--- src/rtl/input_vc_requester.sv ---
// Input-port requester: per-VC flit FIFOs with a two-state packet FSM, one request
// bit per VC to the allocator, and a registered flit/credit output on each grant.
module input_vc_requester #(
  parameter int vc_Num       = 4,
  parameter int port_Num     = 5,
  parameter int buffer_Depth = 4,
  parameter int flit_Width   = 32,
  localparam int VCW = $clog2(vc_Num),
  localparam int OPW = $clog2(port_Num)
) (
  input  logic                          clk,
  input  logic                          rst_n,
  input  logic                          flit_valid_i,
  input  logic [flit_Width-1:0]         flit_i,
  input  logic [VCW-1:0]                flit_vc_i,
  input  logic                          flit_head_i,
  input  logic                          flit_tail_i,
  input  logic [OPW-1:0]                out_port_i,
  output logic [vc_Num-1:0]             request_o,
  output logic [vc_Num-1:0][OPW-1:0]    out_port_o,
  input  logic [vc_Num-1:0]             grant_i,
  output logic                          flit_valid_o,
  output logic [flit_Width-1:0]         flit_o,
  output logic [VCW-1:0]                flit_vc_o,
  output logic                          credit_valid_o,
  output logic [VCW-1:0]                credit_vc_o,
  output logic                          error_o
);

  localparam int PW = $clog2(buffer_Depth);
  localparam int CW = PW + 1;
  localparam int EW = flit_Width + 2 + OPW;

  typedef enum logic {IDLE = 1'b0, REQ = 1'b1} state_t;

  logic [vc_Num-1:0]                 empty, is_idle, front_head, front_tail;
  logic [vc_Num-1:0]                 push_err, discard, gnt_pop;
  logic [vc_Num-1:0][flit_Width-1:0] front_flit;
  logic [vc_Num-1:0][OPW-1:0]        front_port;
  logic                              grant_multi, grant_err;

  // A multi-hot grant pops nothing; a grant bit without a matching request is ignored.
  assign grant_multi = |(grant_i & (grant_i - 1'b1));
  assign gnt_pop     = grant_multi ? '0 : (grant_i & request_o);
  assign grant_err   = grant_multi | (|(grant_i & ~request_o));
  assign discard     = is_idle & ~empty & ~front_head;
  assign request_o   = ~is_idle & ~empty;

  for (genvar gi = 0; gi < vc_Num; gi++) begin : g_vc
    logic [EW-1:0]  mem_q [buffer_Depth];
    logic [PW-1:0]  rd_q, wr_q;
    logic [CW-1:0]  cnt_q;
    logic [OPW-1:0] port_q;
    state_t         state_q;
    logic           push, pop, full, push_ok;

    assign push          = flit_valid_i && (flit_vc_i == VCW'(gi));
    assign pop           = gnt_pop[gi] | discard[gi];
    assign full          = (cnt_q == CW'(buffer_Depth));
    // A full FIFO still accepts a push when the same cycle frees a slot.
    assign push_ok       = push && (!full || pop);
    assign push_err[gi]  = push && full && !pop;
    assign empty[gi]     = (cnt_q == '0);
    assign is_idle[gi]   = (state_q == IDLE);
    assign out_port_o[gi] = port_q;
    assign {front_flit[gi], front_head[gi], front_tail[gi], front_port[gi]} = mem_q[rd_q];

    always_ff @(posedge clk) begin
      if (push_ok) begin
        mem_q[wr_q] <= {flit_i, flit_head_i, flit_tail_i, out_port_i};
      end
    end

    always_ff @(posedge clk) begin
      if (rst_n) begin
        rd_q    <= '0;
        wr_q    <= '0;
        cnt_q   <= '0;
        port_q  <= '0;
        state_q <= IDLE;
      end else begin
        if (push_ok) wr_q <= wr_q + PW'(1);
        if (pop)     rd_q <= rd_q + PW'(1);
        if (push_ok && !pop)      cnt_q <= cnt_q + CW'(1);
        else if (!push_ok && pop) cnt_q <= cnt_q - CW'(1);
        case (state_q)
          IDLE: if (!empty[gi] && front_head[gi]) begin
            state_q <= REQ;
            port_q  <= front_port[gi];
          end
          REQ: if (gnt_pop[gi] && front_tail[gi]) state_q <= IDLE;
          default: state_q <= IDLE;
        endcase
      end
    end
  end

  logic                  sel_vld;
  logic [VCW-1:0]        sel_vc;
  logic [flit_Width-1:0] sel_flit;
  logic                  valid_q, error_q;
  logic [VCW-1:0]        vc_q;
  logic [flit_Width-1:0] flit_q;

  always_comb begin
    sel_vld  = 1'b0;
    sel_vc   = '0;
    sel_flit = '0;
    for (int v = 0; v < vc_Num; v++) begin
      if (gnt_pop[v]) begin
        sel_vld  = 1'b1;
        sel_vc   = VCW'(v);
        sel_flit = front_flit[v];
      end
    end
  end

  always_ff @(posedge clk) begin
    if (rst_n) begin
      valid_q <= 1'b0;
      vc_q    <= '0;
      flit_q  <= '0;
      error_q <= 1'b0;
    end else begin
      valid_q <= sel_vld;
      if (sel_vld) begin
        vc_q   <= sel_vc;
        flit_q <= sel_flit;
      end
      error_q <= error_q | grant_err | (|discard) | (|push_err);
    end
  end

  assign flit_valid_o   = valid_q;
  assign flit_o         = flit_q;
  assign flit_vc_o      = vc_q;
  assign credit_valid_o = valid_q;
  assign credit_vc_o    = vc_q;
  assign error_o        = error_q;

endmodule

--- config.mk ---
export PLATFORM = sky130hd
export DESIGN_NAME = input_vc_requester
export DESIGN_NICKNAME = d
export VERILOG_FILES = /design/src/rtl/input_vc_requester.sv
export SDC_FILE = /design/constraint.sdc
export NUM_CORES = 1
export LEC_CHECK = 0
export ABC_AREA = 1
export BUFFER_PORTS_ARGS = -buffer_cell sky130_fd_sc_hd__buf_2
export CORE_ASPECT_RATIO = 1.25
export CORE_MARGIN = 10
export CORE_UTILIZATION = 40
export CTS_CLUSTER_DIAMETER = 120
export DETAILED_ROUTE_END_ITERATION = 6
export PLACE_DENSITY = 0.6
export SYNTH_ARGS = -nofsm -noshare
export SYNTH_HDL_FRONTEND = slang
export SYNTH_SLANG_ARGS = --single-unit
export TNS_END_PERCENT = 5
--- constraint.sdc ---
create_clock -name clk -period 10.35 [get_ports clk]
set_input_delay 1.5525 -clock clk [delete_from_list [all_inputs] [get_ports clk]]
set_output_delay 1.5525 -clock clk [all_outputs]
set_load 0.02 [all_outputs]
## Word level (Yosys, flattened, before mapping)

Memory sizes are Yosys's and may differ from the RTL's. A register that Yosys moved wholly into a read port is not among the register bits.
Index checks and enable logic that the tools add are counted.

| storage, ports and cells | value |
|---|---|
| bits in latches | 0 |
| register bits after elaboration | 80 |
| output and inout bits | 55 |
| input bits | 46 |
| word-level logic and storage cells | 191 |
| bits in read-only memories | 0 |
| memories | 4 |
| RAM bits | 592 |

Memories:

| memory | words | width | read ports | clocked after Yosys merged registers in | wr ports | RTL line | text |
|---|---|---|---|---|---|---|---|
| g_vc[0].mem_q | 4 | 37 | 1 | 1 | 1 | 50 | `logic [EW-1:0] mem_q [buffer_Depth];` |
| g_vc[1].mem_q | 4 | 37 | 1 | 1 | 1 | 50 |  |
| g_vc[2].mem_q | 4 | 37 | 1 | 1 | 1 | 50 |  |
| g_vc[3].mem_q | 4 | 37 | 1 | 1 | 1 | 50 |  |

| operators by class | value |
|---|---|
| magnitude comparators | 0 |
| bitwise operators | 22 |
| muxes and demuxes | 48 |
| equality and inequality tests | 7 |
| shift operators | 0 |
| multiply operators | 0 |
| reduce and logical (&&, ||, !) cells | 69 |
| div/mod/pow operators | 0 |
| add/sub/neg operators | 17 |

Operators by type and width:

| kind | number |
|---|---|
| $mux 32 | 4 |
| $logic_and 1x1->1 | 32 |
| $and 4x4->4 | 6 |
| $mux 3 | 8 |
| $mux 1 | 21 |
| $mux 2 | 10 |
| $add 2x1->2 const B | 8 |
| $logic_not 1->1 | 16 |
| $not 4->4 | 4 |
| $reduce_or 4->1 | 4 |
| $add 3x1->3 const B | 4 |
| $eq 3x3->1 const B | 4 |
| $logic_not 3->1 | 4 |
| $sub 3x1->3 const B | 4 |
| $or 1x1->1 | 8 |
| $pmux 1 s2 | 4 |
| $reduce_and 2->1 | 4 |
| $reduce_bool 2->1 | 4 |
| $eq 2x2->1 const B | 2 |
| $logic_or 1x1->1 | 4 |
| $mux 4 | 1 |
| $not 1->1 | 4 |
| $sub 4x1->4 const B | 1 |
| $eq 2x1->1 const B | 1 |
| $logic_not 2->1 | 1 |

## Depth between registers and ports, before layout

Gate-level depths: netlist of the first run.

| logic depth | value |
|---|---|
| depth after elaboration | 12 |
| gate-level depth with buffers | 18 |
| gate-level depth less buffers | 16 |

## Least setup slack after synthesis of the first run

OpenSTA, ideal clock, no wires.

| path | value |
|---|---|
| kind | input -> register |
| start point | input port grant_i[2] |
| end point | memory g_vc[3].mem_q[0][0] in the netlist's numbering, enable pin |
| cell stages on the path | 7 |
| required time | 9.919 ns |
| arrival time | 3.873 ns |
| path buffers | 0 |
| library setup time | 0.431 ns |
| setup slack | 6.046 ns |
| cell sequence | inv_1 -> nand4_2 -> nor2_8 -> inv_2 -> nand4_2 -> nand2_1 -> nor2_1 |

| between the ends | value |
|---|---|
| cells in the longest elaborated chain, start to end | 9 |

Ends and longest elaborated chain:

| item | RTL line | text |
|---|---|---|
| start, declared | 21 | `input logic [vc_Num-1:0] grant_i,` |
| $sub 4x1->4 | 43 | `assign grant_multi = \|(grant_i & (grant_i - 1'b1));` |
| $and 4x4->4 (*) | 43 |  |
| $reduce_or 4->1 (*) | 43 |  |
| $mux 4 (*) | 44 | `assign gnt_pop = grant_multi ? '0 : (grant_i & request_o);` |
| $or 1x1->1 (*) | 58 | `assign pop = gnt_pop[gi] \| discard[gi];` |
| $logic_or 1x1->1 (*) | 61 | `assign push_ok = push && (!full \|\| pop);` |
| $logic_and 1x1->1 (*) | 61 |  |
| $mux 1 (*) | 69 | `if (push_ok) begin` |
| $mux 1 (implied by the code) (*) | 70 | `mem_q[wr_q] <= {flit_i, flit_head_i, flit_tail_i, out_port_i};` |
| end, declared | 50 |  |

Mark *: on every way between the ends. The rest lies on a longest branch, timed or not.

==> metrics.yaml, run 1 <==
ios: 101
path_class: "register to register"
cts_resized: 0
switching_share_pct: 30.2
grt_start_max_net_pins: 80
drive_gt1_share_pct: 11.8
fmax_mhz: 246
drtIter0Drc: 1443
rsz0062_at_grt: "false"
dp_slack_ps: 5660
cts.clk_slew.worst_paths_ps: 60
yosysWarnings: 0
grt_pass1_wl_um: 102000
grt_use_met2_pct: 28.6
synthTopCellsByArea: "edfxtp_1 (65%), dfxtp_1 (6.5%), nor2_1 (6.0%)"
synth_area_leader_cell: "edfxtp_1"
min_period_ps: 4060
busiest_layer: "met2"
synth.avg_cell_area_um2: 11.6
reg2reg_slack_ps: 6290
placementRows: 106
fin_hold_ws_ps: 462
hold_path_class: "register to register"
antenna_found_initial: 0
ctsHoldBuffers: 0
vdd_ir_drop_max_mv: 0.117
ff2ff_path_depth: 18
finalHoldViolations: 0
pwr-share-clk_pct: 34.6
grt_usage_pct: 16.7
outcome: "finished clean"
die-area_um2: 78800
p_seq_share_pct: 45.3
max-clock-path-buffers: 3
synth_top_area_share_pct: 65.4
finalSetupTns_ps: 0
yosys.cell_count.top_type: "edfxtp_1"
endpoint_kind: "register"
async_flop_share_pct: 0
slew_viol_final: 0
fp.dieW_um: 253
intPower_w: 0.00494
areaGrowthSynthToFinish_pct: 13.2
p_per_area_nw_per_um2: 230
start_util_pct: 40.5
post-cts-setup-buffers: 0
synth_seq_area_share_pct: 71.9
vias: 17682
synth_area_um2: 27200
cap_viol_max_count: 0
grt_util_met1_pct: 21.0
cts_tree: "done"
root_buffer: "clkbuf_16"
comb_power_share_pct: 20.1
p_leak_nw: 10.9
synth_ff_type: "edfxtp_1"
clock_skew_ps: 19.1
cts_buffers: 70
dp_hpwl_um: 39300
syn_nets: 2405
cts_max_level: 3
core_um2: 67100
grt_pass1_vias: 17430
wirelength_um: 66900
crit_required_ps: 10880
hold_start: "g_vc[2].rd_q[1]"
hold_depth: 2
port_buffers: 100
die_height_um: 311
synth_edf_count: 592
nFillCells: 6028
critPathMaxFanout: 75
gp_congestion: 0.829
ys_ff_latch: 680
p_switching_w: 0.00214
vias_per_cell: 5.29
grt_overflow: 0
finalWorstSetupSlack_ps: 6290
wl_per_cell_um: 20.0
cp-start-kind: "register"
nets: 2487
slew_headroom_pct: 26.1
fin_crit_sh_pct: 39.2
drc: 0
setup_viol: 0
clock_sinks: 680
netlist_instances: 2335
ant_nets: 0
worstSkewPairLatency_ps: 610
worst_slew_pin_slew_ps: 1100
arrival_ps: 4590
r2r_end: "g_vc[0].cnt_q[2]"
synthTopCellsByCount: "edfxtp_1 (592), nor2_1 (431), nand2_1 (348), o21ai_0 (307), nand3_1 (117)"
first_pass_iters: 5
yosysUniqueCellTypes: 32
gr-usage-met3_pct: 3.00
[kinds of logic after synthesis]
group | count (synthesis) | synth area share, %
buffers and inverters | 223 | 3.62
adder cells (fa/ha/maj) | 24 | 1.22
AO/OA/AOI/OAI | 451 | 8.69
AND/OR/NAND/NOR | 955 | 14.5
XOR/XNOR | 2 | 0.0645
flip-flops | 680 | 71.9
[sequential cells by signal (all words and copies together), names as in the netlist, named ones only]
signal and flops:
g_vc.mem_q 592, g_vc.rd_q 8, credit_valid_o 1, credit_vc_o 2, g_vc.cnt_q 12, g_vc.wr_q 8, g_vc.port_q 12, g_vc.state_q 4
flit_o 32, error_o 1
[cell usage in the layout, fill, tap and decap left out, drive strengths merged]
cell type,Yosys,routed
edfxtp,592,592
nor2,440,440
nand2,355,355
o21ai,321,321
buf,81,137
nand3,117,117
inv,94,97
clkbuf,46,93
dfxtp,88,88
a21oi,81,81
nand4,39,39
clkinv,2,30
o22ai,22,22
ha,20,20
o22a,17,17
a31oi,9,9
fa,4,4
bufinv,0,4
xor2,2,2
nor3,2,2
nand3b,2,2
clkinvlp,0,2
diode,0,1
a21boi,1,1
[area by class of cell]
type | instances | area (µm²) | area share, %
sequential | 680 | 19500 | 63.5
multi-input combinational | 1432 | 6780 | 22.0
clock buffer | 93 | 1920 | 6.25
tap | 864 | 1080 | 3.51
timing repair buffer | 137 | 778 | 2.53
inverter | 96 | 360 | 1.17
clock inverter | 37 | 300 | 0.976
antenna | 1 | 2.50 | 0.00813
[critical path: stages (launching register included)]
cell,delay [ps]
dfxtp_2,320
buf_4,660
inv_2,500
buf_4,390
nand2_1,130
nand3_1,100
nand2_1,110
nand2_1,120
nand4_1,150
nand2_2,190
inv_2,130
ha_1,160
inv_1,70
fa_1,390
nor2_1,110
nor2_1,40
nand2_1,70
o21ai_0,70
a21oi_1,160
[power groups by stage]
stage	Clock (W)	Sequential, W	Combinational (W)
2_1_floorplan	0	0.00328	0.000984
3_3_place_gp	0	0.00326	0.00138
3_5_place_dp	0	0.00326	0.00143
4_1_cts	0.00249	0.00321	0.00143
5_1_grt	0.00260	0.00322	0.00161
6_report	0.00245	0.00321	0.00142
[worst max-delay path by stage]
stage / slack, ps / to
2_1_floorplan: 6050 / g_vc[3].mem_q[0][0]
3_3_place_gp: 5780 / g_vc[3].cnt_q[2]
5_1_grt: 5910 / g_vc[0].cnt_q[2]
4_1_cts: 6300 / g_vc[3].mem_q[0][18]
6_report: 6290 / g_vc[0].cnt_q[2]
3_5_place_dp: 5660 / g_vc[3].mem_q[0][15]
[metal layers]
metal  routed length (µm)  vias up
met5                    0        -
met2                33400      486
li1                     -     8343
met1                28000     8750
met4                 1460        0
met3                 3980      103
[per-stage QoR]
stage          util [%]  power, W  std cells  cell area [µm²]
2_1_floorplan         -   0.00426       2335            27200
3_3_place_gp       42.5   0.00464       3209            28500
3_5_place_dp       42.5   0.00469       3209            28500
4_1_cts            45.8   0.00713       3339            30800
5_1_grt            45.8   0.00743       3339            30800
6_report           45.8   0.00708       3340            30800
No activity file was read; power rests on OpenSTA's default activity.
==> run 2, diff against run 1 <==
PLACE_DENSITY = 0.62   (was 0.6)
clock period = 3.5 ns   (was 10.35 ns; I/O delays follow)
==> metrics.yaml, run 2 (synthesis gave the netlist of run 1 again) <==
grt_overflow: 0  # unchanged
drive_gt1_share_pct: 12.4  # +0.63 points
first_pass_iters: 5  # unchanged
reg2reg_slack_ps: 620  # -5670 ps
grt_start_max_net_pins: 73  # -8.8%
vdd_ir_drop_max_mv: 0.325  # +180%
cts_tree: "done"
cap_viol_max_count: 0  # unchanged
fmax_mhz: 348  # +41%
total_power_w: 0.0209  # +200%
clock_skew_ps: 20.1  # +0.939 ps
p_per_area_nw_per_um2: 675  # +190%
die-area_um2: 78800  # unchanged
dp_hpwl_um: 43400  # +11%
rsz0062_at_grt: "false"
arrival_ps: 3400  # -1190 ps
worstSkewPairLatency_ps: 610  # about the same
grt_usage_pct: 18.2  # +1.5 points
grt_pass1_wl_um: 110000  # +8.1%
drtIter0Drc: 1757  # +22%
largest_reg_flops: 592  # unchanged
hold_depth: 1  # -1
path_class: "register to register"
setup_viol: 0  # unchanged
ff2ff_path_depth: 16  # -2
finalSetupTns_ps: 0  # unchanged
outcome: "finished clean"
cts_buffers: 66  # -5.7%
ctsHoldBuffers: 0  # unchanged
cts_max_level: 3  # unchanged
grt_pass1_vias: 18010  # +3.3%
finalHoldViolations: 0  # unchanged
areaGrowthSynthToFinish_pct: 13.8
root_buffer: "clkbuf_16"
critPathMaxFanout: 19  # -75%
vias_per_cell: 5.36  # +1.3%
post-cts-setup-buffers: 0  # unchanged
worst_slew_pin_slew_ps: 1120  # +17.4 ps
cts.clk_slew.worst_paths_ps: 60  # about the same
max-clock-path-buffers: 3  # unchanged
drc: 0  # unchanged
die_height_um: 311  # unchanged
cts_resized: 0  # unchanged
hold_path_class: "primary input to register"
largest_register: "g_vc.mem_q"
slew_headroom_pct: 25.0  # -1.2 points
start_util_pct: 40.5  # unchanged
cp-start-kind: "register"
placementRows: 106  # unchanged
clock_sinks: 680  # unchanged
endpoint_kind: "register"
wirelength_um: 72400  # +8.2%
vias: 17972  # +1.6%
fin_hold_ws_ps: 303  # -159 ps
fp.dieW_um: 253  # unchanged
fin_crit_sh_pct: 82.2  # +43 points
slew_viol_final: 0  # unchanged
p_leak_nw: 11.0  # +0.79%
mostFrequentLayoutCells: "edfxtp_1 (592), nor2_1 (415), nand2_1 (347), o21ai_0 (307), nand3_1 (117)"
nets: 2504  # +0.68%
port_buffers: 100  # unchanged
ant_nets: 0  # unchanged
mostFrequentLayoutCell: "edfxtp_1"
crit_required_ps: 4020  # -6860 ps
antenna_found_initial: 2  # +2
core_um2: 67100  # unchanged
wl_per_cell_um: 21.6  # +7.8%
gp_congestion: 0.881  # +6.2%
ios: 101  # unchanged
min_period_ps: 2880  # -1180 ps
run 2: where the power goes:
part,switching [W],internal [W]
clock network,0.00303,0.00402
logic,0.00311,0.00123
registers,0.000281,0.00922
run 2: final timing paths:
kind / start / to
setup reg to reg: g_vc[0].cnt_q[0] / g_vc[0].cnt_q[2]
hold / removal: flit_i[21] / g_vc[2].mem_q[2][26]
setup / recovery: g_vc[0].cnt_q[0] / g_vc[0].cnt_q[2]
hold reg to reg: g_vc[2].rd_q[1] / register
run 2: layout make-up:
class / instances / area [µm²]
fill: 5994 / 36200
sequential: 680 / 19500
multi-input combinational: 1432 / 6780
clock buffer: 94 / 1930
tap: 864 / 1080
timing repair buffer: 158 / 1010
inverter: 96 / 360
clock inverter: 27 / 221
antenna: 1 / 2.50
run 2: per-layer routing:
layer	vias up	track usage, %	part of all wire [%]
li1	8388	-	-
met1	8813	22.4	40
met2	659	31.8	51
met3	112	2.51	6.1
met4	0	6.73	3.0
met5	-	0	0
run 2: critical path: stages (launching register included):
cell	delay, ps
dfxtp_1	340
nor2_1	210
nand2_1	70
nand2_1	190
inv_2	80
nand2_4	260
buf_4	340
nand2_1	170
inv_1	80
ha_1	130
inv_1	70
fa_1	390
nor2_1	120
nor2_1	40
nand2_1	70
o21ai_0	70
a21oi_1	160
run 2: metrics by stage:
step                util, %  cells  instance area [µm²]  setup WS [ps]
floorplan                 -   2335                27200            142
global placement       42.9   3230                28800            539
detailed placement     42.9   3230                28800            566
CTS                    46.1   3351                30900            646
global route           46.1   3351                30900            356
finish                 46.1   3352                30900            624
